<file path="config.mk">
export PLATFORM = sky130hd
export DESIGN_NAME = fifo_write_arbiter
export DESIGN_NICKNAME = d
export VERILOG_FILES = /design/src/rtl/fifo_write_arbiter_pkg.sv /design/src/rtl/fifo_write_arbiter_rr_priority_pick.sv /design/src/rtl/fifo_write_arbiter.sv
export SDC_FILE = /design/constraint.sdc
export NUM_CORES = 1
export LEC_CHECK = 0
export ABC_CLOCK_PERIOD_IN_PS = 3260
export CAP_MARGIN = 20
export CORE_MARGIN = 3
export CORE_UTILIZATION = 44
export CTS_BUF_LIST = sky130_fd_sc_hd__clkbuf_4
export DETAILED_ROUTE_END_ITERATION = 8
export GPL_ROUTABILITY_DRIVEN = 0
export PLACE_DENSITY = 0.93
export SYNTH_ARGS = -nofsm -noshare
export SYNTH_HDL_FRONTEND = slang
export SYNTH_SLANG_ARGS = --single-unit
</file>
<file path="constraint.sdc">
create_clock -name clk -period 3.26 [get_ports clk]
set_input_delay 0.326 -clock clk [delete_from_list [all_inputs] [get_ports clk]]
set_output_delay 0.326 -clock clk [all_outputs]
set_load 0.02 [all_outputs]
</file>
<file path="src/rtl/fifo_write_arbiter_pkg.sv">
// Shared types and the rotating-priority search used by the FIFO write/read arbiters.
package fifo_arb_pkg;

  typedef enum logic {IDLE = 1'b0, GRANT = 1'b1} arb_state_t;

  localparam int STALL_CNT_W = 16;
  localparam int MAX_REQ     = 16;

  // First set bit of valid at or after ptr, wrapping modulo n; 0 when none is set.
  function automatic int rr_pick(input logic [MAX_REQ-1:0] valid, input int ptr, input int n);
    int   idx;
    int   win;
    logic found;
    win   = 0;
    found = 1'b0;
    for (int i = 0; i < MAX_REQ; i++) begin
      if (i < n && !found) begin
        idx = ptr + i;
        if (idx >= n) idx = idx - n;
        if (valid[idx[3:0]]) begin
          win   = idx;
          found = 1'b1;
        end
      end
    end
    return win;
  endfunction

endpackage

</file>
<file path="src/rtl/fifo_write_arbiter_rr_priority_pick.sv">
// Combinational rotating-priority search; shared with the read-side scheduler.
module rr_priority_pick
  import fifo_arb_pkg::*;
#(
  parameter  int NUM_REQ = 4,
  localparam int ID_W    = $clog2(NUM_REQ)
) (
  input  logic [NUM_REQ-1:0] valid,
  input  logic [ID_W-1:0]    ptr,
  output logic [ID_W-1:0]    win_id,
  output logic               win_any
);

  logic [MAX_REQ-1:0] valid_ext;

  always_comb begin
    valid_ext                = '0;
    valid_ext[NUM_REQ-1:0]   = valid;
    win_id                   = ID_W'(rr_pick(valid_ext, int'(ptr), NUM_REQ));
    win_any                  = |valid;
  end

endmodule

</file>
<file path="src/rtl/fifo_write_arbiter.sv">
// Round-robin arbiter sharing the async FIFO write port among NUM_REQ producers.
// Define FIFO_PKT_LOCK_EN to hold each grant until the last word of a packet.
module fifo_write_arbiter
  import fifo_arb_pkg::*;
#(
  parameter  int NUM_REQ    = 4,
  parameter  int DATA_WIDTH = 8,
  localparam int ID_WIDTH   = $clog2(NUM_REQ)
) (
  input  logic                          clk,
  input  logic                          rst,
  input  logic [NUM_REQ-1:0]            req_valid,
  input  logic [NUM_REQ*DATA_WIDTH-1:0] req_data,
  input  logic [NUM_REQ-1:0]            req_last,
  output logic [NUM_REQ-1:0]            req_ready,
  input  logic                          fifo_full,
  output logic                          fifo_wr_en,
  output logic [DATA_WIDTH-1:0]         fifo_wr_data,
  output logic [ID_WIDTH-1:0]           grant_id,
  output logic                          grant_active,
  output logic [STALL_CNT_W-1:0]        stall_cnt
);

`ifdef FIFO_PKT_LOCK_EN
  localparam bit PKT_LOCK = 1'b1;
`else
  localparam bit PKT_LOCK = 1'b0;
`endif

  arb_state_t            state_q, state_nxt;
  logic [ID_WIDTH-1:0]   rr_ptr, rr_ptr_nxt, grant_id_nxt, gid_inc;
  logic [ID_WIDTH-1:0]   pick_ptr, pick_id;
  logic [NUM_REQ-1:0]    holder_mask, pick_valid;
  logic                  pick_any, hold_valid, rotate;
  logic [DATA_WIDTH-1:0] hold_data, last_wr_data;

  assign gid_inc     = (grant_id == ID_WIDTH'(NUM_REQ - 1)) ? '0 : grant_id + ID_WIDTH'(1);
  assign holder_mask = NUM_REQ'(1) << grant_id;
  assign hold_valid  = req_valid[grant_id];
  assign hold_data   = req_data[grant_id*DATA_WIDTH +: DATA_WIDTH];
  // Without packet lock every beat is a packet boundary.
  assign rotate      = PKT_LOCK ? req_last[grant_id] : 1'b1;

  rr_priority_pick #(.NUM_REQ(NUM_REQ)) u_pick (
    .valid   (pick_valid),
    .ptr     (pick_ptr),
    .win_id  (pick_id),
    .win_any (pick_any)
  );

  always_ff @(posedge clk) begin
    if (rst) begin
      state_q   <= IDLE;
      grant_id  <= '0;
      rr_ptr    <= '0;
      stall_cnt <= '0;
    end else begin
      state_q  <= state_nxt;
      grant_id <= grant_id_nxt;
      rr_ptr   <= rr_ptr_nxt;
      if (state_q == GRANT && fifo_full && stall_cnt != '1)
        stall_cnt <= stall_cnt + STALL_CNT_W'(1);
    end
  end

  always_ff @(posedge clk) begin
    if (fifo_wr_en) last_wr_data <= hold_data;
  end

  // In GRANT the holder is excluded and the search starts just past it,
  // so the successor is known in the same cycle as the current beat.
  always_comb begin
    state_nxt    = state_q;
    grant_id_nxt = grant_id;
    rr_ptr_nxt   = rr_ptr;
    pick_valid   = req_valid;
    pick_ptr     = rr_ptr;
    case (state_q)
      IDLE: begin
        if (pick_any) begin
          state_nxt    = GRANT;
          grant_id_nxt = pick_id;
        end
      end
      GRANT: begin
        pick_valid = req_valid & ~holder_mask;
        pick_ptr   = gid_inc;
        if (!fifo_full) begin
          if (hold_valid) begin
            if (rotate) begin
              rr_ptr_nxt = gid_inc;
              if (pick_any) grant_id_nxt = pick_id;
              else          state_nxt    = IDLE;
            end
          end else if (!PKT_LOCK) begin
            state_nxt = IDLE;
          end
        end
      end
      default: state_nxt = IDLE;
    endcase
  end

  always_comb begin
    grant_active = (state_q == GRANT);
    req_ready    = '0;
    fifo_wr_en   = 1'b0;
    if (!rst && grant_active && !fifo_full) begin
      req_ready  = holder_mask;
      fifo_wr_en = hold_valid;
    end
    fifo_wr_data = fifo_wr_en ? hold_data : last_wr_data;
  end

endmodule

</file>
==> reports/metrics.cfg <==
[run_status]
status = finished, final reports clean

[drt]
wl_per_cell_um = 15.1
vias = 1617
drt-initial-drc-count = 67
ant_nets = 0
wirelength_um = 4540
viasPerCell = 5.37
dr.pass1.iters = 4
drcViolationCount = 0

[sta]
fin_crit_ns = 3.12
drv_slew = 0
rsz0062_at_grt = no
hold_viol_final = 0
final.setup_skew_ns = 0.00659
clock.fmax_mhz = 321
worst_slew_pin_slew_ns = 0.738
relSlewSlack = 0.508
setup_viol = 0
fin_crit_sh = 0.956
tns_ns = 0

[global_routing]
grt_start_max_net_pins = 23
track_usage = 0.191
grt-ovfl-total = 0
grt_pass1_wl_um = 7430
grt_pass1_vias = 1556
antenna_found_initial = 0

[die]
fp.dieW_um = 70.2
start_util = 0.474
die_h_um = 70.2
dieArea_um2 = 4920
num_rows = 22
num_io_pins = 75
core_um2 = 3830

[pwr]
p_per_area_nw_per_um2 = 642
p_leak_nw = 1.10
ir_drop_mv = 0.391

[worst_setup_path]
regToRegStartpoint = grant_id[1]
startpoint_type = input pin
cp.required_ns = 2.93
regToRegEndpoint = grant_id[0]
path_buf_inv = 3
crit_slowest_cell = clkdlybuf4s50_1
critPathMaxFanout = 9
r2r_slack_ns = 0.63
cpLargestDelayFamily = buffers and inverters
worstPathCellList = clkdlybuf4s50_1 > mux4_1 > nand2b_1 > inv_1 > nand2_1 > or2_2 > mux2_2 > clkdlybuf4s50_1
path_common_cell = clkdlybuf4s50_1
reg2reg_depth = 10
cp.arrival_ns = 2.79
critPathKind = input pin to output port
cp_slowest_stage_delay_ns = 0.56
critPathCaptureType = output port

[placed_design]
portBuffers = 70
place_area_um2 = 2550
dp.final_hpwl_um = 3580

[clock_tree]
cts_tree = done
cts-buffers-inserted = 5
post-cts-setup-buffers = 0
cts-root-buf = clkbuf_4
cts_num_sinks = 29
insertion_delay_ns = 0.33
ctsHoldBuffers = 0
cts_max_path_buffers = 2
htreeDepth = 2
cts.clk_slew.worst_paths_ns = 0.10
cts_resized = 0

[layout]
final_util = 0.688
syn_to_final_growth_pct = 45.4
nNetsFinal = 303
drive_above_1_share = 0.107
final_cell_area_um2 = 2630
fillers = 301
n_antenna_cell = 0

[yosys]
synth_nets = 231
syn_area_um2 = 1810
synth_seq_cells = 29
yosysSeqAreaShare = 0.320
yosysWarnings = 0
synth.avg_cell_area_um2 = 10.1
synth_cells = 180
synthDistinctLibCells = 36

[min_path]
whs_endpoint = last_wr_data[6]
min_path_type = flip-flop to flip-flop
hold_depth = 1
hp-start = last_wr_data[6]

[run]
maxCapViolations = 0

[sequential cells by signal, indices dropped and copies added (netlist names)]
signal / cells
last_wr_data: 8
rr_ptr: 2
stall_cnt: 16
grant_id: 2
grant_active: 1
[kinds of logic after synthesis]
family | share of synthesized area
flops | 0.320
buf+inv | 0.0449
xor+xnor | 0.0725
compound gates | 0.0801
fa+ha+maj | 0.0553
mux | 0.258
simple gates | 0.169
[cell usage in the layout (no fill, tap or decap), drive strengths merged, types with 5 or more instances in the layout]
| cell | instances |
|---|---|
| mux4 | 9 |
| nand3 | 5 |
| nor2 | 25 |
| clkdlybuf4s50 | 70 |
| mux2i | 9 |
| mux2 | 11 |
| ha | 8 |
| nand4 | 9 |
| xor2 | 14 |
| clkbuf | 5 |
| inv | 9 |
| nand2 | 7 |
| and3 | 8 |
| dfxtp | 29 |
[metrics by stage]
stage | hold WS (ns) | power, mW | std cells | setup WS, ns
after floorplan | 0.459 | 1.11 | 180 | 0.695
after global placement | 0.454 | 1.38 | 293 | 0.172
after detailed placement | 0.462 | 1.41 | 293 | 0.124
after CTS | 0.486 | 1.71 | 301 | 0.125
after global routing | 0.494 | 1.81 | 301 | 0.0508
final | 0.488 | 1.69 | 301 | 0.143
[how the worst max path moves through the flow]
| stage | startpoint | to | slack, ns | cells past startpoint |
|---|---|---|---|---|
| 2_1_floorplan | grant_id[1] | grant_id[0] | 0.69 | 10 |
| 3_3_place_gp | req_valid[2] | fifo_wr_data[5] | 0.17 | 8 |
| 3_5_place_dp | req_valid[2] | fifo_wr_data[5] | 0.12 | 8 |
| 4_1_cts | req_valid[2] | fifo_wr_data[5] | 0.12 | 8 |
| 5_1_grt | req_valid[2] | fifo_wr_data[5] | 0.05 | 8 |
| 6_report | req_valid[2] | fifo_wr_data[5] | 0.14 | 8 |
[routing by layer]
layer | track usage | vias up | part of all wire
li1 | - | 801 | -
met1 | 0.224 | 765 | 0.42
met2 | 0.322 | 40 | 0.51
met3 | 0.0518 | 11 | 0.037
met4 | 0.0872 | 0 | 0.031
met5 | 0 | - | 0
[power by group]
group          internal, mW  total, mW  switching [mW]
sequential            0.427      0.477          0.0500
combinational         0.482      0.920           0.439
clock                 0.159      0.294           0.135
[area by class of cell]
class / instances / area, um^2 / share of cell area
multi-input combinational: 133 / 1150 / 0.437
timing repair buffer: 74 / 731 / 0.277
sequential: 29 / 581 / 0.220
tap: 48 / 60.1 / 0.0228
clock inverter: 3 / 41.3 / 0.0157
clock buffer: 5 / 37.5 / 0.0143
inverter: 9 / 33.8 / 0.0128
[synth_stat cells (all sizes together)]
cell    number  area (um^2)
ha           8          100
xnor2        1         8.76
and3         8         50.1
nand2b       2         12.5
nor2        25          101
a21boi       3         22.5
or2          1         6.26
a31oi        2         12.5
mux4         9          236
nor2b        1         6.26
nor3         2         10.0
nand3        5         25.0
o21bai       1         7.51
nand4        9         56.3
mux2        11          128
clkbuf       5         18.8
inv          9         33.8
a21oi        3         15.0
o221ai       1         8.76
a311oi       1         8.76
and2         2         12.5
mux2i        9          103
a41oi        1         16.3
nand2        7         26.3
o21ai        1         5.00
a21o         4         30.0
buf          4         28.8
dfxtp       29          581
a22o         1         10.0
xor2        14          123
a211o        1         8.76
No activity file was read; power rests on OpenSTA's default activity.
